## src/rtl/pcie_vc_arbiter.sv

```systemverilog
`default_nettype none
// ============================================================================
// Module   : pcie_vc_arbiter
// Brief    : Round-robin scheduler sharing one output datapath among four
//            virtual-channel FWFT FIFOs, with almost-full throttling, a
//            reset/init/idle/active/error state machine and sticky overflow.
//            Optional feature macro: PCIE_ARB_PRIORITY_EN (VC0 strict
//            priority, VCs 1-3 round-robin among themselves).
// Revision : 1.0 - initial release
// ============================================================================
module pcie_vc_arbiter #(
  parameter int DATA_W         = 8,
  parameter int DOWN_DEPTH     = 16,
  parameter int UMBRAL_DEFAULT = 12
) (
  input  logic                  CLK,
  input  logic                  RESET,
  input  logic                  INIT,
  input  logic [4:0]            umbral_in,
  input  logic [3:0]            fifo_empty,
  input  logic [4*DATA_W-1:0]   fifo_data,
  input  logic [4:0]            down_count,
  output logic [3:0]            fifo_pop,
  output logic [DATA_W-1:0]     DATA,
  output logic                  VALID_OUT,
  output logic [2:0]            state,
  output logic                  idle,
  output logic                  error
);

  typedef enum logic [2:0] {
    ST_RESET  = 3'd0,
    ST_INIT   = 3'd1,
    ST_IDLE   = 3'd2,
    ST_ACTIVE = 3'd3,
    ST_ERROR  = 3'd4
  } state_t;

  localparam logic [4:0] C_UMBRAL_RST = 5'(UMBRAL_DEFAULT);
  localparam logic [4:0] C_DEPTH_FULL = 5'(DOWN_DEPTH);

  state_t              state_q, state_d;
  logic [4:0]          umbral_q, umbral_d;
  logic [1:0]          ptr_q, ptr_d;
  logic [DATA_W-1:0]   data_q, data_d;
  logic                valid_q, valid_d;
  logic                idle_q, idle_d;
  logic                error_q, error_d;

  logic                overflow;
  logic                allow;
  logic                cand_vld;
  logic [1:0]          cand_idx;
  logic                grant;
  logic [DATA_W-1:0]   gnt_word;

  // A word delivered while the downstream FIFO is already full is lost;
  // the datapath is frozen in that cycle so nothing further is popped.
  assign overflow = valid_q && (down_count == C_DEPTH_FULL);
  assign allow    = (state_q == ST_ACTIVE) && (down_count < umbral_q) && !overflow;
  assign grant    = allow && cand_vld;

  // Candidate search: first non-empty VC starting at the round-robin pointer
  always_comb begin
    cand_vld = 1'b0;
    cand_idx = ptr_q;
`ifdef PCIE_ARB_PRIORITY_EN
    if (!fifo_empty[0]) begin
      cand_vld = 1'b1;
      cand_idx = 2'd0;
    end
`endif
    for (int k = 0; k < 4; k++) begin
      if (!cand_vld && !fifo_empty[ptr_q + 2'(k)]) begin
        cand_vld = 1'b1;
        cand_idx = ptr_q + 2'(k);
      end
    end
  end

  // Head-word mux and one-hot pop strobe for the granted VC
  always_comb begin
    gnt_word = '0;
    fifo_pop = 4'b0000;
    for (int i = 0; i < 4; i++) begin
      if (cand_idx == 2'(i)) begin
        gnt_word = fifo_data[i*DATA_W +: DATA_W];
      end
    end
    if (grant) begin
      fifo_pop[cand_idx] = 1'b1;
    end
  end

  // Next-state, threshold, pointer and output-register computation
  always_comb begin
    state_d  = state_q;
    umbral_d = umbral_q;
    ptr_d    = ptr_q;
    data_d   = data_q;
    valid_d  = grant;

    if (grant) begin
      data_d = gnt_word;
`ifdef PCIE_ARB_PRIORITY_EN
      if (cand_idx != 2'd0) begin
        ptr_d = cand_idx + 2'd1;
      end
`else
      ptr_d = cand_idx + 2'd1;
`endif
    end

    case (state_q)
      ST_RESET:  state_d = ST_INIT;
      ST_INIT: begin
        umbral_d = umbral_in;
        if (!INIT) state_d = ST_IDLE;
      end
      ST_IDLE: begin
        if (INIT)                     state_d = ST_INIT;
        else if (fifo_empty != 4'hF)  state_d = ST_ACTIVE;
      end
      ST_ACTIVE: begin
        if (INIT)                     state_d = ST_INIT;
        else if (fifo_empty == 4'hF)  state_d = ST_IDLE;
      end
      ST_ERROR:  state_d = ST_ERROR;
      default:   state_d = ST_RESET;
    endcase

    if (overflow && (state_q != ST_ERROR)) begin
      state_d = ST_ERROR;
    end

    idle_d  = (state_d == ST_IDLE);
    error_d = (state_d == ST_ERROR);
  end

  // State and registered outputs, cleared asynchronously by RESET
  always_ff @(posedge CLK or posedge RESET) begin
    if (RESET) begin
      state_q  <= ST_RESET;
      umbral_q <= C_UMBRAL_RST;
      ptr_q    <= 2'd0;
      data_q   <= '0;
      valid_q  <= 1'b0;
      idle_q   <= 1'b0;
      error_q  <= 1'b0;
    end else begin
      state_q  <= state_d;
      umbral_q <= umbral_d;
      ptr_q    <= ptr_d;
      data_q   <= data_d;
      valid_q  <= valid_d;
      idle_q   <= idle_d;
      error_q  <= error_d;
    end
  end

  assign DATA      = data_q;
  assign VALID_OUT = valid_q;
  assign state     = state_q;
  assign idle      = idle_q;
  assign error     = error_q;

endmodule
`default_nettype wire

```

## config.mk

```make
export PLATFORM = sky130hd
export DESIGN_NAME = pcie_vc_arbiter
export DESIGN_NICKNAME = d
export VERILOG_FILES = /design/src/rtl/pcie_vc_arbiter.sv
export SDC_FILE = /design/constraint.sdc
export NUM_CORES = 1
export LEC_CHECK = 0
export ABC_AREA = 1
export CORE_ASPECT_RATIO = 0.75
export CORE_UTILIZATION = 46
export DETAILED_ROUTE_END_ITERATION = 7
export GPL_TIMING_DRIVEN = 0
export PLACE_DENSITY = 0.86
export SLEW_MARGIN = 10
export SYNTH_ARGS = -nofsm -noshare
export SYNTH_HDL_FRONTEND = slang
export SYNTH_SLANG_ARGS = --single-unit
```

## constraint.sdc

```tcl
create_clock -name CLK -period 3.9 [get_ports CLK]
set_input_delay 0.39 -clock CLK [delete_from_list [all_inputs] [get_ports CLK]]
set_output_delay 0.39 -clock CLK [all_outputs]
set_load 0.05 [all_outputs]
```

==> impl_metrics.ini, run 1 <==
[routing]
finalWirelength_mm = 3.93
drt-initial-drc-count = 120
drt-wirelength-per-cell_um = 11.2
ant_nets = 0
drc_errors = 0
avgViaCountPerCell = 4.80
first_pass_iters = 4
vias = 1684

[min_path]
min_path_cells = 2
hp-class = register to register

[floorplan]
rows = 17
ios = 67
core-area_mm2 = 0.00308
start_util_pct = 51.0
die_width_um = 69.5
die_area_mm2 = 0.00366
dieHeight_um = 52.6

[logic_synthesis]
synth_top_area_cell = dfrtp_1
ys_seq_area_share_pct = 33.6
syn_inst = 243
synth.distinct_cells = 24
synth-seq-cells = 21
synth.area.top_cells = dfrtp_1 (30%), nand2_1 (24%), ha_1 (6.4%), o21ai_0 (6.1%), inv_1 (5.7%)
synth_top_area_share_pct = 30.3
synth_nets = 300
syn_avg_cell_area_um2 = 6.47
yosys_warnings = 0
synth_area_mm2 = 0.00157

[cells_and_area]
antenna_cells = 0
layout_commonest_cell = nand2_1
utilization_pct = 75.3
final_cell_mix = nand2_1 (100), clkdlybuf4s50_1 (64), inv_1 (24)
area_delta_synth_final_pct = 47.9
drive_above_1_share_pct = 8.95
final_cells = 351
num-nets-final = 371

[worst_setup_path]
reg2reg_depth = 19
cp_cell_sequence = clkdlybuf4s50_1 > inv_1 > nand2_1 > nand2_1 > nand2_2 > nand2_2 > nor2_2 > nand3_2 > nor2_1 > inv_1 > nand2_1 > ha_1 > buf_2 > inv_1 > nor2_1 > clkdlybuf4s50_1
critical-path-slowest-cell = clkdlybuf4s50_1
cp_slowest_stage_delay_ns = 0.82
cp.depth = 16
crit_required_ns = 3.51
crit_family = buffers and inverters
crit_type = primary input to output pin
cp-end-kind = output pin
crit_path_max_fanout = 10
path_buf_inv = 6
arrival_ns = 3.08
start_kind = primary input

[grt]
grt_pass1_wl_mm = 6.46
grt.overflow.total = 0
grt_max_degree = 22
grt_pass1_vias = 1470
grt_use_total_pct = 22.0
grt_antenna_before_repair = 0

[clock_tree]
clock_path_buffers = 2
cts_tree = built
insertion_delay_ns = 0.26
clockRootBuffer = clkbuf_8
clkSinkCount = 21
cts.htree.levels = 1
cts.clk_slew.worst_paths_ns = 0.07
holdBufCountCts = 0
cts_made_buffers = 3
post_cts_buffers = 0

[timing]
finalSetupTns_ns = 0
skew_ns = 0.00630
whs_ns = 0.480
setup_viol = 0
tightest_slew_ns = 0.766
hold_viol_final = 0
fin_crit_ns = 3.47
max-slew-margin-rel_pct = 48.8
grt_setup_unrepaired = false
fmax_ghz = 0.288
final.period_utilization_pct = 88.9
final-max-slew-violation-count = 0

[place]
place_congestion = 0.840
io_buffer_count = 66
dp.cells = 347
place_hpwl_mm = 3.23

[power_and_ir_drop]
ir_drop_mv = 0.234
leakagePower_nw = 1.18
power_density_mw_per_mm2 = 208

[flow_run]
max-cap-violations = 0

[run_status]
status = completed
path summary, 6_finish.rpt:
path                                                 to                     from  slack, ns
max in group asynchronous       umbral_q[4]$_DFFE_PP0P_                    RESET       2.85
worst max register to register      DATA[2]$_DFFE_PP0P_     ptr_q[0]$_DFFE_PP0P_       1.08
min in group asynchronous           DATA[2]$_DFFE_PP0P_                    RESET       0.56
worst min register to register  umbral_q[2]$_DFFE_PP1P_  umbral_q[2]$_DFFE_PP1P_       0.48
worst max-delay path                        fifo_pop[1]            fifo_empty[1]       0.43
worst min-delay path            umbral_q[2]$_DFFE_PP1P_  umbral_q[2]$_DFFE_PP1P_       0.48
power by group:
| group | switching, W | internal, W |
|---|---|---|
| clock network | 0.0000717 | 0.0000713 |
| registers | 0.000000721 | 0.000221 |
| logic | 0.0000537 | 0.0000650 |
kinds of logic (layout without fill, tap and decap cells):
kind of cell / count (synthesis) / in the layout / share of synthesized area [%]
buf+inv: 34 / 104 / 9.16
mux: 1 / 1 / 0.717
compound gates: 34 / 34 / 11.1
fa+ha+maj: 8 / 8 / 6.37
flops: 21 / 21 / 33.6
simple gates: 145 / 145 / 39.1
what timing repair did:
action,in CTS,in global routing
gates resized for setup,1,3
pin swaps,0,0
setup endpoints to repair,1,2
stage by stage:
step                total power, W  area [um^2]  setup WS, ns
finish                    0.000483         2320         0.434
global route              0.000511         2320         0.184
CTS                       0.000489         2320        0.0863
detailed placement        0.000344         2280       -0.0287
global placement          0.000342         2280        0.0325
floorplan                 0.000282         1570         0.920
worst min-delay path, cell delays in order (launching register included):
cell and delay (ns):
dfstp_2 0.36, inv_1 0.06, a21oi_1 0.06
synth_stat cells:
cell and number:
ha_1 8, nand2_1 100, mux2_2 1, buf_6 1, nand3_2 2, buf_4 2, nand3_1 11, inv_2 3
buf_2 1, and3_1 1, clkbuf_1 3, nor3_1 2, inv_1 24, dfrtp_1 19, nor4_2 1, a21oi_1 14
nor2_2 1, nand2_2 8, or2_0 1, o21ai_0 19, dfstp_2 2, nand4_1 2, o21ai_2 1, nor2_1 16
routing by layer:
metal | GRT usage (%) | vias up | part of all wire (%)
li1 | - | 902 | -
met5 | 0 | - | 0
met1 | 31.6 | 743 | 51
met2 | 35.1 | 37 | 45
met3 | 4.81 | 2 | 4.4
met4 | 2.38 | 0 | 0.15
state kept, by name (all words and copies together), names as in the netlist:
name and count:
DATA 8, VALID_OUT 1, error 1, idle 1, ptr_q 2, state 3, umbral_q 5
cell type report:
| class | instances | area, um^2 |
|---|---|---|
| Inverter | 27 | 101 |
| Buffer | 7 | 42.5 |
| Clock buffer | 3 | 41.3 |
| Fill cell | 265 | 761 |
| Multi-Input combinational cell | 188 | 900 |
| Clock inverter | 1 | 5.00 |
| Timing Repair Buffer | 66 | 658 |
| Sequential cell | 21 | 528 |
| Tap cell | 38 | 47.5 |
Note: power is estimated with default switching activity, not from simulation.
==> run 2: changes to the inputs <==
--- a/config.mk
+++ b/config.mk
@@ -6,7 +6,6 @@
 export NUM_CORES = 1
 export LEC_CHECK = 0
 export ABC_AREA = 1
-export CORE_ASPECT_RATIO = 0.75
 export CORE_UTILIZATION = 46
 export DETAILED_ROUTE_END_ITERATION = 7
 export GPL_TIMING_DRIVEN = 0
==> run 2 against run 1 <==
Global-route usage rose by 0.64 points. Critical endpoint unchanged. Critical path depth stayed put. Fmax increased by 0.33%. Die area hardly changed. Cell area down 0.48%. Power shrank 8.1%. Clock skew increased by 0.0090 ns. First-iteration DRC count decreased by 33%. Clock power decreased by 27%. Critical path type unchanged. Highest routed layer unchanged. Final cell count is 1.7% higher.
==> impl_metrics.ini, run 2 (synthesized netlist as in run 1, its figures left out) <==
[routing]
avgViaCountPerCell = 4.91
vias = 1753
finalWirelength_mm = 3.89
drt-initial-drc-count = 81
ant_nets = 0
drt-wirelength-per-cell_um = 10.9
drc_errors = 0
first_pass_iters = 4

[power_and_ir_drop]
leakagePower_nw = 1.17
p_clk_share_pct = 23.5
power_w = 0.000444
p_int_w = 0.000324
p_sw_w = 0.000120
power_density_mw_per_mm2 = 192
p_comb_share_pct = 26.6
seqPwrFrac_pct = 50.0
ir_drop_mv = 0.177
switching_share_pct = 27.0

[worst_setup_path]
start_kind = primary input
reg2reg_depth = 19
crit_path_max_fanout = 10
worstReg2RegStart = ptr_q[0]$_DFFE_PP0P_
cp_slowest_stage_delay_ns = 0.82
cp-end-kind = output pin
path_buf_inv = 6
critical-path-slowest-cell = clkdlybuf4s50_1
arrival_ns = 3.06
crit_type = primary input to output pin
cp_cell_sequence = clkdlybuf4s50_1 > inv_1 > nand2_1 > nand2_1 > nand2_2 > nand2_2 > nor2_2 > nand3_2 > nor2_1 > inv_1 > nand2_1 > ha_1 > buf_2 > inv_1 > nor2_1 > clkdlybuf4s50_1
crit_family = buffers and inverters
crit_required_ns = 3.51
crit_path_start = fifo_empty[1]
r2r_slack_ns = 1.07
rr_endpoint = DATA[0]$_DFFE_PP0P_

[clock_tree]
cts.clk_slew.worst_paths_ns = 0.12
post_cts_buffers = 0
cts.htree.levels = 1
clkSinkCount = 21
cts_tree = built
clock_path_buffers = 2
cts_made_buffers = 3
clockRootBuffer = clkbuf_4
insertion_delay_ns = 0.31

[timing]
skew_ns = 0.0153
tightest_slew_ns = 0.753
finalSetupTns_ns = 0
hold_viol_final = 0
whs_ns = 0.489
max-slew-margin-rel_pct = 49.7
grt_setup_unrepaired = false
final-max-slew-violation-count = 0
final.period_utilization_pct = 88.6
fmax_ghz = 0.289
setup_viol = 0
fin_crit_ns = 3.45

[min_path]
hp-class = primary input to asynchronous set/reset pin

[cells_and_area]
antenna_cells = 0
num-nets-final = 371
largest_reg_flops = 8
layout_commonest_cell = nand2_1
final_area_mm2 = 0.00231
drive_above_1_share_pct = 8.95
final_cell_mix = nand2_1 (100), clkdlybuf4s50_1 (64), inv_1 (24)
area_delta_synth_final_pct = 47.1

[floorplan]
start_util_pct = 49.8
core-area_mm2 = 0.00315
rows = 20
die_area_mm2 = 0.00365
ios = 67
dieHeight_um = 60.5
die_width_um = 60.5

[flow_run]
max-cap-violations = 0

[grt]
grt.overflow.total = 0
grt_antenna_before_repair = 0
grt_pass1_wl_mm = 6.31
grt_use_total_pct = 22.7
grt_max_degree = 22
grt_pass1_vias = 1592

[place]
dpl_cell_area_mm2 = 0.00229
place_hpwl_mm = 3.16
io_buffer_count = 66
place_congestion = 0.799

[run_status]
status = completed
[run 2: cell type report]
| class | count | area [um^2] |
|---|---|---|
| clock inverters | 1 | 5.00 |
| flip-flops and latches | 21 | 528 |
| well taps | 44 | 55.1 |
| clock buffers | 3 | 22.5 |
| fillers | 299 | 841 |
| inverters | 27 | 101 |
| multi-input cells | 188 | 900 |
| plain buffers | 7 | 42.5 |
| repair buffers | 66 | 658 |
[run 2: metrics by stage]
| step | cells | setup WS, ns | util [%] |
|---|---|---|---|
| 2_1_floorplan | 243 | 0.920 | - |
| 3_3_place_gp | 353 | 0.0851 | 72.5 |
| 3_5_place_dp | 353 | 0.0107 | 72.5 |
| 4_1_cts | 357 | 0.0763 | 73.4 |
| 5_1_grt | 357 | 0.0960 | 73.3 |
| 6_report | 357 | 0.445 | 73.3 |
[run 2: worst register-to-register path: stages (launching register included)]
cell,delay [ns]
dfrtp_1,0.45
inv_2,0.17
nand2_1,0.11
nand2_1,0.07
nand2_1,0.05
nand2_1,0.13
nand3_1,0.12
nand3_1,0.10
nand2_1,0.07
nand2_1,0.06
nand2_1,0.07
ha_1,0.19
buf_2,0.18
nor2_1,0.40
nand2_1,0.10
nand2_1,0.07
o21ai_0,0.10
o21ai_0,0.21
nand2_1,0.09
nand2_1,0.07
[run 2: metal layers]
| metal | part of all wire [%] | GRT usage, % | vias to the layer above |
|---|---|---|---|
| li1 | - | - | 899 |
| met1 | 43 | 28.3 | 791 |
| met2 | 51 | 39.4 | 57 |
| met3 | 5.1 | 5.76 | 6 |
| met4 | 0.92 | 5.52 | 0 |
| met5 | 0 | 0 | - |
[run 2: worst max path at each step]
stage,cells past startpoint,slack (ns),endpoint
after CTS,14,0.08,fifo_pop[2]
after global placement,15,0.09,fifo_pop[3]
after floorplan,14,0.92,fifo_pop[3]
after global routing,15,0.1,fifo_pop[3]
after detailed placement,15,0.01,fifo_pop[3]
final,16,0.45,fifo_pop[1]
[run 2: what timing repair did]
| item | CTS | global route |
|---|---|---|
| hold buffers | 0 | 0 |
| setup endpoints to repair | 1 | 2 |
| hold endpoints to repair | 0 | 0 |
| resized for setup | 1 | 3 |
| pin swaps | 0 | 0 |
[run 2: power groups by stage]
stage | clock (W) | combinational (W) | sequential [W]
3_3_place_gp | 0 | 0.000115 | 0.000226
4_1_cts | 0.000106 | 0.000119 | 0.000222
3_5_place_dp | 0 | 0.000118 | 0.000226
2_1_floorplan | 0 | 0.0000558 | 0.000226
5_1_grt | 0.000116 | 0.000133 | 0.000222
6_report | 0.000104 | 0.000118 | 0.000222
